===== src/rtl/flash_xfer_sequencer.sv =====
// Moves a CPU-programmed block of 16-bit FLASH words into the buffer write port, then interrupts.
// Optional stall timeout (ERR state, xfer_error) is enabled by defining FLASH_SEQ_TIMEOUT_EN.
module flash_xfer_sequencer #(
  parameter logic [15:0] BASE_ADDR   = 16'h5000,
  parameter int unsigned AW          = 8,
  parameter int unsigned TIMEOUT_CYC = 64
) (
  input  logic          clock,
  input  logic          reset,
  input  logic          write_io,
  input  logic [15:0]   addr_bus,
  input  logic [15:0]   data_bus,
  input  logic [15:0]   flash_data,
  input  logic          flash_valid,
  output logic          get_data,
  output logic          buf_we,
  output logic [AW-1:0] buf_waddr,
  output logic [15:0]   buf_wdata,
  output logic          interrupt_en,
  output logic          busy,
  output logic          xfer_error
);

`ifdef FLASH_SEQ_TIMEOUT_EN
  typedef enum logic [1:0] {StIdle, StXfer, StDone, StErr} state_e;
  localparam int unsigned SW = $clog2(TIMEOUT_CYC + 1);
  logic [SW-1:0] stall_q, stall_d;
`else
  typedef enum logic [1:0] {StIdle, StXfer, StDone} state_e;
`endif

  state_e        state_q, state_d;
  logic [AW-1:0] counter_q, counter_d;
  logic [AW-1:0] last_q, last_d;
  logic          get_data_q, interrupt_q, busy_q;
  logic          start, ack, abort;

  // Only the low AW bits of the START data carry the last word index.
  logic unused_data_hi;
  assign unused_data_hi = ^data_bus[15:AW];

  assign start = write_io && (addr_bus == BASE_ADDR);
  assign ack   = write_io && (addr_bus == BASE_ADDR + 16'd1);
  assign abort = write_io && (addr_bus == BASE_ADDR + 16'd2);

  always_comb begin
    state_d   = state_q;
    counter_d = counter_q;
    last_d    = last_q;
    buf_we    = 1'b0;
`ifdef FLASH_SEQ_TIMEOUT_EN
    stall_d   = stall_q;
`endif
    case (state_q)
      StIdle: begin
        if (start) begin
          last_d    = data_bus[AW-1:0];
          counter_d = '0;
          state_d   = StXfer;
`ifdef FLASH_SEQ_TIMEOUT_EN
          stall_d   = '0;
`endif
        end
      end
      StXfer: begin
        if (abort) begin
          state_d = StIdle;
        end else if (flash_valid) begin
          buf_we = 1'b1;
`ifdef FLASH_SEQ_TIMEOUT_EN
          stall_d = '0;
`endif
          // Counter holds on the final word so it never wraps inside a transfer.
          if (counter_q == last_q) begin
            state_d = StDone;
          end else begin
            counter_d = counter_q + AW'(1);
          end
        end else begin
`ifdef FLASH_SEQ_TIMEOUT_EN
          if (stall_q == SW'(TIMEOUT_CYC - 1)) begin
            state_d = StErr;
          end else begin
            stall_d = stall_q + SW'(1);
          end
`endif
        end
      end
      StDone: begin
        if (ack) begin
          state_d = StIdle;
        end
      end
`ifdef FLASH_SEQ_TIMEOUT_EN
      StErr: begin
        if (ack || abort) begin
          state_d = StIdle;
        end
      end
`endif
      default: state_d = StIdle;
    endcase
  end

  // Status outputs are decoded from the next state so they line up with the new state.
  always_ff @(posedge clock or posedge reset) begin
    if (reset) begin
      state_q     <= StIdle;
      counter_q   <= '0;
      last_q      <= '0;
      get_data_q  <= 1'b0;
      interrupt_q <= 1'b0;
      busy_q      <= 1'b0;
    end else begin
      state_q     <= state_d;
      counter_q   <= counter_d;
      last_q      <= last_d;
      get_data_q  <= (state_d == StXfer);
`ifdef FLASH_SEQ_TIMEOUT_EN
      interrupt_q <= (state_d == StDone) || (state_d == StErr);
`else
      interrupt_q <= (state_d == StDone);
`endif
      busy_q      <= (state_d != StIdle);
    end
  end

`ifdef FLASH_SEQ_TIMEOUT_EN
  logic xfer_error_q;

  always_ff @(posedge clock or posedge reset) begin
    if (reset) begin
      stall_q      <= '0;
      xfer_error_q <= 1'b0;
    end else begin
      stall_q      <= stall_d;
      xfer_error_q <= (state_d == StErr);
    end
  end

  assign xfer_error = xfer_error_q;
`else
  assign xfer_error = 1'b0;
`endif

  assign get_data     = get_data_q;
  assign interrupt_en = interrupt_q;
  assign busy         = busy_q;
  assign buf_waddr    = counter_q;
  assign buf_wdata    = flash_data;

endmodule

===== config.mk =====
export PLATFORM = sky130hd
export DESIGN_NAME = flash_xfer_sequencer
export DESIGN_NICKNAME = d
export VERILOG_FILES = /design/src/rtl/flash_xfer_sequencer.sv
export SDC_FILE = /design/constraint.sdc
export NUM_CORES = 1
export LEC_CHECK = 0
export BUFFER_PORTS_ARGS = -buffer_cell sky130_fd_sc_hd__buf_4
export CORE_MARGIN = 2
export CORE_UTILIZATION = 43
export DETAILED_ROUTE_END_ITERATION = 8
export GPL_TIMING_DRIVEN = 0
export HOLD_SLACK_MARGIN = 0.06
export PLACE_DENSITY = 0.77
export SKIP_LAST_GASP = 1
export SLEW_MARGIN = 10
export SYNTH_ARGS = -nofsm -noshare
export SYNTH_HDL_FRONTEND = slang
export SYNTH_SLANG_ARGS = --single-unit
export TNS_END_PERCENT = 1

===== constraint.sdc =====
create_clock -name clock -period 2.7 [get_ports clock]
set_clock_uncertainty 0.15 [all_clocks]
set_input_delay 0.405 -clock clock [delete_from_list [all_inputs] [get_ports clock]]
set_output_delay 0.405 -clock clock [all_outputs]
set_load 0.03 [all_outputs]

Yosys cells after proc, flatten, opt, wreduce, memory -nomap -nowiden
Index checks and enable logic that the tools add are counted.
W data, S select, Z words.
{"block": "word_totals", "wordCells": 41, "reg_bits": 21, "inputBits": 52, "output_inout_bits": 29}
{"block": "op_classes", "n_eq_ne": 12, "add_sub_neg": 1, "muxes": 14, "reduce_logical": 8}
{"op": "$eq A16 B15 Y1 const B", "count": 3}
{"op": "$mux W8", "count": 4}
{"op": "$pmux W8 S2", "count": 1}
{"op": "$mux W2", "count": 5}
{"op": "$add A8 B1 Y8 const B", "count": 1}
{"op": "$eq A8 B8 Y1", "count": 1}
{"op": "$ne A2 B2 Y1 const B", "count": 4}
{"op": "$pmux W2 S3", "count": 1}
{"op": "$reduce_and A5 Y1", "count": 1}
{"op": "$eq A2 B1 Y1 const B", "count": 2}
{"op": "$eq A2 B2 Y1 const B", "count": 2}
{"op": "$reduce_bool A2 Y1", "count": 2}
{"op": "$logic_and A1 B1 Y1", "count": 3}
{"op": "$mux W1", "count": 3}
{"op": "$logic_not A2 Y1", "count": 1}
{"op": "$reduce_and A2 Y1", "count": 1}

Depth between registers and ports, before layout
{"block": "logic_depth", "ltp_word": 6, "ltp_mapped": 6, "ltp_nobuf": 6}

Worst setup path before layout
No wires, ideal clock.
{"block": "synth_path", "path_kind": "register -> register", "from": "register counter_q[2], in the netlist buf_waddr[2]", "to": "register counter_q[7], in the netlist buf_waddr[7]", "setup_ns": 0.125, "path_slack_ns": 0.493, "t_required_ns": 2.425, "synth_period_minus_slack_ns": 2.207, "stages_incl_launch_ff": 7, "t_arrival_ns": 1.932, "path_buffers": 0, "path_cell_list": "dfrtp_1 xnor2_1 nand4_1 o21ai_0 a21oi_2 nand4_1 mux2_2"}
{"block": "synth_via", "elab_chain_len": 5, "elab_cells_between_ends": 8, "cone_classes": "add/sub (1); eq/ne (2); mux (4); reduce/logical (1)"}
{"element": "start, declared", "line_no": "33", "rtl": "logic [AW-1:0] counter_q, counter_d;"}
{"element": "start signal, assigned", "line_no": "116", "rtl": "counter_q <= counter_d;"}
{"element": "$add A8 B1 Y8", "line_no": "77", "rtl": "counter_d = counter_q + AW'(1);"}
{"element": "$mux W8", "line_no": "74", "rtl": "if (counter_q == last_q) begin"}
{"element": "$mux W8", "line_no": "68", "rtl": "end else if (flash_valid) begin"}
{"element": "$mux W8", "line_no": "66", "rtl": "if (abort) begin"}
{"element": "$pmux W8 S2", "line_no": "54", "rtl": "case (state_q)"}
Parallel ways exist; a longest one is shown, timed or not. The select of a mux whose other input is x is not followed.
A chain may end at the register's enable or synchronous reset.

Worst setup path in the final report
Ends and elaborated chain as after synthesis.

==> flow_summary.toml <==
[detailed_routing]
viasPerCell = 5.24
drt-wirelength-per-cell_um = 13.8
num_vias = 1158
routed.top_layer = "met4"
first_pass_iters = 4
dr.first_iter.drc_count = 20
drt_wl_total_um = 3050
post-route-drc-count = 0
route.met2.wl_um = 1650
drt.antenna.violating_nets = 0
wl_met3_um = 184
met1_length_um = 1180

[clock_network]
clk_pin_slew_ns = 0.11
cts_resized = 0
cts_tree = "yes"
clock_latency_ns = 0.30
post_cts_buffers = 0
cts_sinks = 21
cts_htree_levels = 1
cts_hold_buf = 0
numCtsBuffers = 3
clock_path_buffers = 2
cts_root_buf = "clkbuf_4"

[timing]
timing.fmax_mhz = 421
fin_tns_setup_ns = 0
period_minus_slack_ns = 2.37
timing.hold.ws_ns = 0.0854
rsz0062_at_grt = "false"
hold_viol = 0
maxSlewViolCount = 0
worst_pin_slew_ns = 0.796
fin_crit_sh = 0.879
setup_viol = 0
slew_headroom = 0.465
setup_ws_ns = 0.326

[setup_path]
worst-setup-path-type = "reg -> reg"
worstPathArrival_ns = 2.43
crit_fanout = 7
setup.worst_path.end_class = "flip-flop"
cp.required_ns = 2.75
setup.worst_path.start = "buf_waddr[2]"
critPathLaunchType = "flip-flop"
reg2reg_from = "buf_waddr[2]"

[power]
powerDensity_nw_per_um2 = 330
p_leak_nw = 0.861
ir_drop_mv = 0.298

[place]
place_inst = 217
io_buffers = 55
place.gp.congestion = 0.841
hpwl_um = 2480
pre_cts_slack_ns = 0.0449

[synth]
netlist_instances = 129
yosysSeqAreaShare = 0.396
yosys_warnings = 0
synth.net_count = 182
synth_cell_types = 40
synth_area_per_cell_um2 = 10.3
syn-cell-area_um2 = 1330
synth_seq_cells = 21

[die]
io_pins = 81
die_area_um2 = 3550
die_h_um = 59.6
initial_core_util = 0.442
die_x_um = 59.6
rows = 20
core_um2 = 3000

[run]
max_cap_violations = 0

[global_route]
antenna_found_initial = 0
gr-total-overflow = 0
grt_pass1_vias = 1158
grt_usage = 0.190
grt_pass1_wl_um = 5110
grt_max_degree = 22

[cells_and_area]
area_growth_pct = 36.2
n_fill_cell = 266
fin_cells = 221
layout.nets = 242
drive_gt1_frac = 0.511
area.sequential_um2 = 526
multiInputGateArea_um2 = 654
antenna_cells = 0

[status]
outcome = "complete, no violations"

[worst_hold_path]
hold_path.class = "in -> async"
==> metal layers <==
metal  GRT usage  vias up
met2       0.361       43
met1       0.210      546
met3      0.0524        6
met5           0        -
met4      0.0381        0
li1            -      563
==> cells in the final DEF, fill, tap and decap left out, types with 2 or more instances in the layout <==
master / n
buf_4: 72
dfrtp_1: 21
xnor2_1: 11
mux2_2: 10
nor2_1: 8
nand2_1: 6
nand4_1: 5
o21ai_0: 4
nand3_1: 4
a21oi_1: 4
inv_1: 3
clkbuf_4: 3
nor4_1: 2
nor4bb_1: 2
clkbuf_1: 2
nor2b_1: 2
and3_1: 2
a31oi_1: 2
nand2b_1: 2
o31ai_1: 2
==> report_power, final <==
part           internal (mW)  switching, mW
registers              0.317        0.00202
clock network         0.0577         0.0944
logic                 0.0641         0.0624
==> cell type report <==
class	instances	share of cell area
inverter	3	0.00623
clock buffer	4	0.0145
timing repair buffer	55	0.228
buffer	19	0.0754
tap	33	0.0228
multi-input combinational	86	0.362
sequential	21	0.291
==> Yosys cell counts (all sizes together) <==
master   count  area share
nor4         4       0.035
nor3b        1      0.0057
a21oi        5       0.022
a31o         1      0.0066
o21ai        4       0.015
nor3         1      0.0038
and4         1      0.0085
nand3        4       0.015
nand2b       2      0.0094
inv          3      0.0085
nor4bb       2       0.015
dfrtp       21        0.40
o31ai        2       0.011
conb         1      0.0028
a31oi        2      0.0094
and3b        1      0.0066
and2b        1      0.0057
nor4b        2       0.018
clkbuf       1      0.0028
nand3b       1      0.0057
buf         18        0.10
xnor2       11       0.073
nor2         8       0.023
mux2        10       0.085
a2111oi      1       0.011
and3         2      0.0094
a211oi       2       0.015
or2          1      0.0047
mux2i        2       0.018
nand4        5       0.024
nand2        6       0.017
nor2b        2      0.0094
ha           1      0.0094
==> critical path, stage by stage (launching register included) <==
cell	delay [ns]
dfrtp_1	0.49
xnor2_1	0.18
nand4_1	0.18
o21ai_0	0.57
a21oi_2	0.21
nand4_1	0.15
mux2_2	0.33
==> state kept, by name, summed over array words and instances, names as in the netlist <==
| name | flops |
|---|---|
| last_q | 8 |
| get_data | 1 |
| buf_waddr | 8 |
| state_q | 2 |
| busy | 1 |
| interrupt_en | 1 |
==> stage by stage <==
stage	power, mW	area [um^2]	util
floorplan	0.390	1330	-
global placement	0.449	1780	0.593
detailed placement	0.452	1780	0.593
CTS	0.603	1810	0.602
global route	0.624	1810	0.602
finish	0.597	1810	0.602
==> final timing paths <==
kind                                      to  slack [ns]  cells after the start
worst max-delay path            buf_waddr[7]        0.33                      6
worst min-delay path            buf_waddr[0]        0.09                      2
worst max register to register  buf_waddr[7]        0.33                      6
worst min register to register     last_q[3]        0.39                      1
max in group asynchronous          last_q[7]        1.83                      2
min in group clock                state_q[0]        0.16                      2
==> cells by family after synthesis <==
logic type / share of synthesized area
and+or+nand+nor: 0.215
buffers and inverters: 0.111
DFF: 0.396
AOI/OAI and AO/OA: 0.0905
muxes: 0.103
xor gates and xnor gates: 0.0726
adders and majority gates: 0.00942
other: 0.00282
(Power assumes the default switching activity.)
